<file path="config.mk">
export PLATFORM = sky130hd
export DESIGN_NAME = mc_main_control
export DESIGN_NICKNAME = d
export VERILOG_FILES = /design/src/rtl/mc_main_control.sv
export SDC_FILE = /design/constraint.sdc
export NUM_CORES = 1
export LEC_CHECK = 0
export CAP_MARGIN = 20
export CORE_UTILIZATION = 41
export DETAILED_ROUTE_END_ITERATION = 10
export HOLD_SLACK_MARGIN = 0.1
export PLACE_DENSITY_LB_ADDON = 0.1
export SYNTH_ARGS = -nofsm -noshare
export SYNTH_HDL_FRONTEND = slang
export SYNTH_SLANG_ARGS = --single-unit
</file>
<file path="constraint.sdc">
create_clock -name clk -period 2.7 [get_ports clk]
set_input_delay 0.54 -clock clk [delete_from_list [all_inputs] [get_ports clk]]
set_output_delay 0.54 -clock clk [all_outputs]
set_load 0.02 [all_outputs]
</file>
<file path="src/rtl/mc_main_control.sv">
`default_nettype none
// ============================================================================
// Module      : mc_main_control
// Description : Multi-cycle MIPS main control FSM. Sequences fetch, decode,
//               execute, memory and writeback, driving the datapath enables
//               and the 2-bit ALU_op. Stalls on the mem_ready handshake.
// Revision    : 1.0 - initial release
// ============================================================================
module mc_main_control #(
    parameter int USE_MEM_READY = 1
) (
    input  logic       clk,
    input  logic       reset,
    input  logic [5:0] opcode,
    input  logic       mem_ready,
    output logic       PCWrite,
    output logic       Branch,
    output logic       BranchNe,
    output logic       IorD,
    output logic       MemRead,
    output logic       MemWrite,
    output logic       IRWrite,
    output logic       MemtoReg,
    output logic       RegDst,
    output logic       RegWrite,
    output logic       ALUSrcA,
    output logic [1:0] ALUSrcB,
    output logic [1:0] PCSrc,
    output logic [1:0] ALU_op,
    output logic       illegal_op,
    output logic [3:0] state
);

    localparam logic [3:0] c_S_RST    = 4'd0;
    localparam logic [3:0] c_S_FETCH  = 4'd1;
    localparam logic [3:0] c_S_DEC    = 4'd2;
    localparam logic [3:0] c_S_MEMADR = 4'd3;
    localparam logic [3:0] c_S_MEMRD  = 4'd4;
    localparam logic [3:0] c_S_MEMWB  = 4'd5;
    localparam logic [3:0] c_S_MEMWR  = 4'd6;
    localparam logic [3:0] c_S_EXEC   = 4'd7;
    localparam logic [3:0] c_S_ALUWB  = 4'd8;
    localparam logic [3:0] c_S_BRANCH = 4'd9;
    localparam logic [3:0] c_S_JUMP   = 4'd10;
    localparam logic [3:0] c_S_ADDIEX = 4'd11;
    localparam logic [3:0] c_S_ADDIWB = 4'd12;

    localparam logic [5:0] c_OP_RTYPE = 6'b000000;
    localparam logic [5:0] c_OP_J     = 6'b000010;
    localparam logic [5:0] c_OP_BEQ   = 6'b000100;
    localparam logic [5:0] c_OP_BNE   = 6'b000101;
    localparam logic [5:0] c_OP_ADDI  = 6'b001000;
    localparam logic [5:0] c_OP_LW    = 6'b100011;
    localparam logic [5:0] c_OP_SW    = 6'b101011;

    logic [3:0] r_state;
    logic [3:0] w_next;
    logic       w_ready;

    // With the handshake disabled memory is assumed to complete every cycle.
    assign w_ready = (USE_MEM_READY != 0) ? mem_ready : 1'b1;
    assign state   = r_state;

    // State register; reset aborts any instruction in flight.
    always_ff @(posedge clk or posedge reset) begin
        if (reset) begin
            r_state <= c_S_RST;
        end else begin
            r_state <= w_next;
        end
    end

    // Next-state selection from current state, opcode and memory handshake.
    always_comb begin
        w_next = c_S_FETCH;
        case (r_state)
            c_S_RST:    w_next = c_S_FETCH;
            c_S_FETCH:  w_next = w_ready ? c_S_DEC : c_S_FETCH;
            c_S_DEC: begin
                case (opcode)
                    c_OP_LW, c_OP_SW:   w_next = c_S_MEMADR;
                    c_OP_RTYPE:         w_next = c_S_EXEC;
                    c_OP_BEQ, c_OP_BNE: w_next = c_S_BRANCH;
                    c_OP_ADDI:          w_next = c_S_ADDIEX;
                    c_OP_J:             w_next = c_S_JUMP;
                    default:            w_next = c_S_FETCH;
                endcase
            end
            c_S_MEMADR: w_next = (opcode == c_OP_SW) ? c_S_MEMWR : c_S_MEMRD;
            c_S_MEMRD:  w_next = w_ready ? c_S_MEMWB : c_S_MEMRD;
            c_S_MEMWB:  w_next = c_S_FETCH;
            c_S_MEMWR:  w_next = w_ready ? c_S_FETCH : c_S_MEMWR;
            c_S_EXEC:   w_next = c_S_ALUWB;
            c_S_ALUWB:  w_next = c_S_FETCH;
            c_S_BRANCH: w_next = c_S_FETCH;
            c_S_JUMP:   w_next = c_S_FETCH;
            c_S_ADDIEX: w_next = c_S_ADDIWB;
            c_S_ADDIWB: w_next = c_S_FETCH;
            default:    w_next = c_S_FETCH;
        endcase
    end

    // Datapath controls: everything defaults low, each state raises its own.
    always_comb begin
        PCWrite    = 1'b0;
        Branch     = 1'b0;
        BranchNe   = 1'b0;
        IorD       = 1'b0;
        MemRead    = 1'b0;
        MemWrite   = 1'b0;
        IRWrite    = 1'b0;
        MemtoReg   = 1'b0;
        RegDst     = 1'b0;
        RegWrite   = 1'b0;
        ALUSrcA    = 1'b0;
        ALUSrcB    = 2'b00;
        PCSrc      = 2'b00;
        ALU_op     = 2'b00;
        illegal_op = 1'b0;
        case (r_state)
            c_S_FETCH: begin
                MemRead = 1'b1;
                ALUSrcB = 2'b01;
                IRWrite = w_ready;
                PCWrite = w_ready;
            end
            c_S_DEC: begin
                ALUSrcB = 2'b11;
                case (opcode)
                    c_OP_LW, c_OP_SW, c_OP_RTYPE, c_OP_BEQ,
                    c_OP_BNE, c_OP_ADDI, c_OP_J: illegal_op = 1'b0;
                    default:                     illegal_op = 1'b1;
                endcase
            end
            c_S_MEMADR, c_S_ADDIEX: begin
                ALUSrcA = 1'b1;
                ALUSrcB = 2'b10;
            end
            c_S_MEMRD: begin
                IorD    = 1'b1;
                MemRead = 1'b1;
            end
            c_S_MEMWB: begin
                RegWrite = 1'b1;
                MemtoReg = 1'b1;
            end
            c_S_MEMWR: begin
                IorD     = 1'b1;
                MemWrite = 1'b1;
            end
            c_S_EXEC: begin
                ALUSrcA = 1'b1;
                ALU_op  = 2'b10;
            end
            c_S_ALUWB: begin
                RegWrite = 1'b1;
                RegDst   = 1'b1;
            end
            c_S_BRANCH: begin
                ALUSrcA  = 1'b1;
                ALU_op   = 2'b01;
                PCSrc    = 2'b01;
                Branch   = (opcode == c_OP_BEQ);
                BranchNe = (opcode == c_OP_BNE);
            end
            c_S_JUMP: begin
                PCSrc   = 2'b10;
                PCWrite = 1'b1;
            end
            c_S_ADDIWB: begin
                RegWrite = 1'b1;
            end
            default: ;
        endcase
    end

endmodule
`default_nettype wire

</file>
==> run metrics <==
status finished, final reports clean; Layout area overhead 74.9%; RSZ-0062 raised after global routing false; required time of the critical path 2160 ps; Max Slew Vio Count 0; worst-path fanout max 4; Yosys warning total 0; Post-Route WL 1720 µm; layout cell share with drive strength beyond 1 0.246; Switch Pwr 376 µW; grt peak-use layer met2; LEAKAGE 0.000447 µW; Max Cap Viol 0; most common cell in the netlist nor2_1; Post-synth EDFFs 0; number of global-route vias before repair 626; Iter 0 DRT Violations 13; Worst-Skew Late Latency 220 ps; Synth area leader dfrtp_1; num rows 13; total core area 1320 µm²; worst relative slew slack 0.685; internal power 438 µW; Logic pwr share 0.731; ys flop type dfrtp_1; gr ovfl total 0; nets@finish 133; met2 usage 0.418; Synth Net Count 84; TritonCTS Sinks 4; Yosys top cell area share 0.171; global-route wire length before repair 2590 µm; Commonest cells post-synth nor2_1 (10), nand2b_1 (5), dfrtp_1 (4), nor2b_1 (4); H-tree depth 1; share of power burned in registers 0.185; fmax 0.384 GHz; pin count of the biggest net entering global routing 16; worst reg2reg startpoint state[2]$_DFF_PP0_; Die H 39.8 µm; Via density 5.36; Post-Layout Inst Area 1020 µm²; Worst IR Drop VDD 0.549 mV; initial core utilization 0.443; DRT Pass-1 Iters 4; worst hold slack 509 ps; worst endpoint data arrival time 2060 ps; Yosys cell types 40; Synth async-reset ratio 1.00; met1 usage 0.304; drt wl/cell 12.5 µm; fill count 107; gr usage total 0.237; Tmin final 2600 ps; syn_area_per_cell 7.79 µm²; clk slew on worst S/H paths 30 ps; Power Total 814 µW; Net Sw Frac 0.462; die extent in x 39.8 µm; skew final 0.336 ps; Num CTS Buffers 3; Clock Tree Root clkbuf_4; WS Path Type in -> out; Ports 31; max reg flops 4; fin crit share 0.963; post-synthesis sequential area ratio 0.171; final hold vios 0; Final Wtd Congestion 0.833; final setup vio count 0; CTS Buffer Depth 2; Yosys reg bits 4; crit path from opcode[0]; postcts setup bufs 0; Total Neg Setup Slack 0 ps; Via Count 735; total die area 1580 µm²; cell area power density 797 nW/µm²; grt met3 use 0; CTS tree done; drt drc 0; cts hold-fix bufs 0; worst-margin pin slew 473 ps; Cells after Synth 75; Hold Crit Class in -> async; Post-DRT Antenna Nets 0; Final WS setup 98.8 ps; PortBufs 30; post-CTS resize count 3; Clk pwr share 0.084; post-DP HPWL 1390 µm; Synth area leaders dfrtp_1 (17%), nor2_1 (6.4%), nand2b_1 (5.4%), nor2b_1 (4.3%), buf_6 (3.9%); DP Worst Slack -181 ps; CP Launch Type input pin; Critical Path Sink Type output port; synthesized area 584 µm²; placement-stage cell area 1000 µm²; initial antenna violation count 0; n_diodes 0
## through the flow
| step | utilization | cells |
|---|---|---|
| final | 0.776 | 137 |
| after floorplan | - | 75 |
| after detailed placement | 0.760 | 134 |
| after global placement | 0.760 | 134 |
| after CTS | 0.774 | 137 |
| after global routing | 0.776 | 137 |
## cells in the final DEF, fill, tap and decap left out, types with 2 or more instances in the layout
| master | n |
|---|---|
| a21boi_0 | 2 |
| inv_1 | 2 |
| a21oi_1 | 3 |
| nor4_1 | 2 |
| dfrtp_1 | 4 |
| nand2_1 | 3 |
| clkbuf_4 | 3 |
| dlygate4sd2_1 | 3 |
| nand3_1 | 2 |
| and3b_1 | 2 |
| and2_1 | 3 |
| mux2_2 | 2 |
| nand2b_1 | 5 |
| clkdlybuf4s50_1 | 26 |
| nor2b_1 | 4 |
| nor3_1 | 3 |
| nor2_1 | 10 |
| buf_4 | 18 |
## critical path: stages
cell and delay (ps):
clkdlybuf4s50_1 470, buf_4 170, nor4_1 320, and2_1 190
a2111oi_2 40, dlygate4sd2_1 330
## layer usage
metal	up-vias	wire, µm
met1	339	758
met4	0	16
li1	370	-
met2	24	872
met5	-	0
met3	2	71
## layout make-up
class	count	area, µm²	area share
multi-input combinational	64	435	0.426
timing repair buffer	48	434	0.425
sequential	4	100	0.0979
clock buffer	3	22.5	0.0220
tap	15	18.8	0.0184
inverter	3	11.3	0.0110
## final timing paths
check	to	slack (ps)	depth (start not counted)
min reg2reg	state[1]$_DFF_PP0_	820	2
max in group asynchronous	state[0]$_DFF_PP0_	2050	2
min	state[1]$_DFF_PP0_	510	2
max	illegal_op	100	6
min in group clk	state[1]$_DFF_PP0_	820	2
max reg2reg	state[3]$_DFF_PP0_	1290	4
## power groups by stage
stage               Clock (µW)  Combinational, µW  Sequential, µW
global placement             0                590             149
detailed placement           0                599             151
CTS                       72.5                598             150
floorplan                    0                359             141
finish                    68.7                595             150
global route              73.1                638             159
## logic make-up after synthesis
kind of cell,count (synthesis),synth area share
AND/OR/NAND/NOR,44,0.467
XOR/XNOR,1,0.0150
AO/OA/AOI/OAI,17,0.225
flip-flops,4,0.171
multiplexers,2,0.0385
buffers and inverters,7,0.0835
Power figures use the tool's default switching activity.
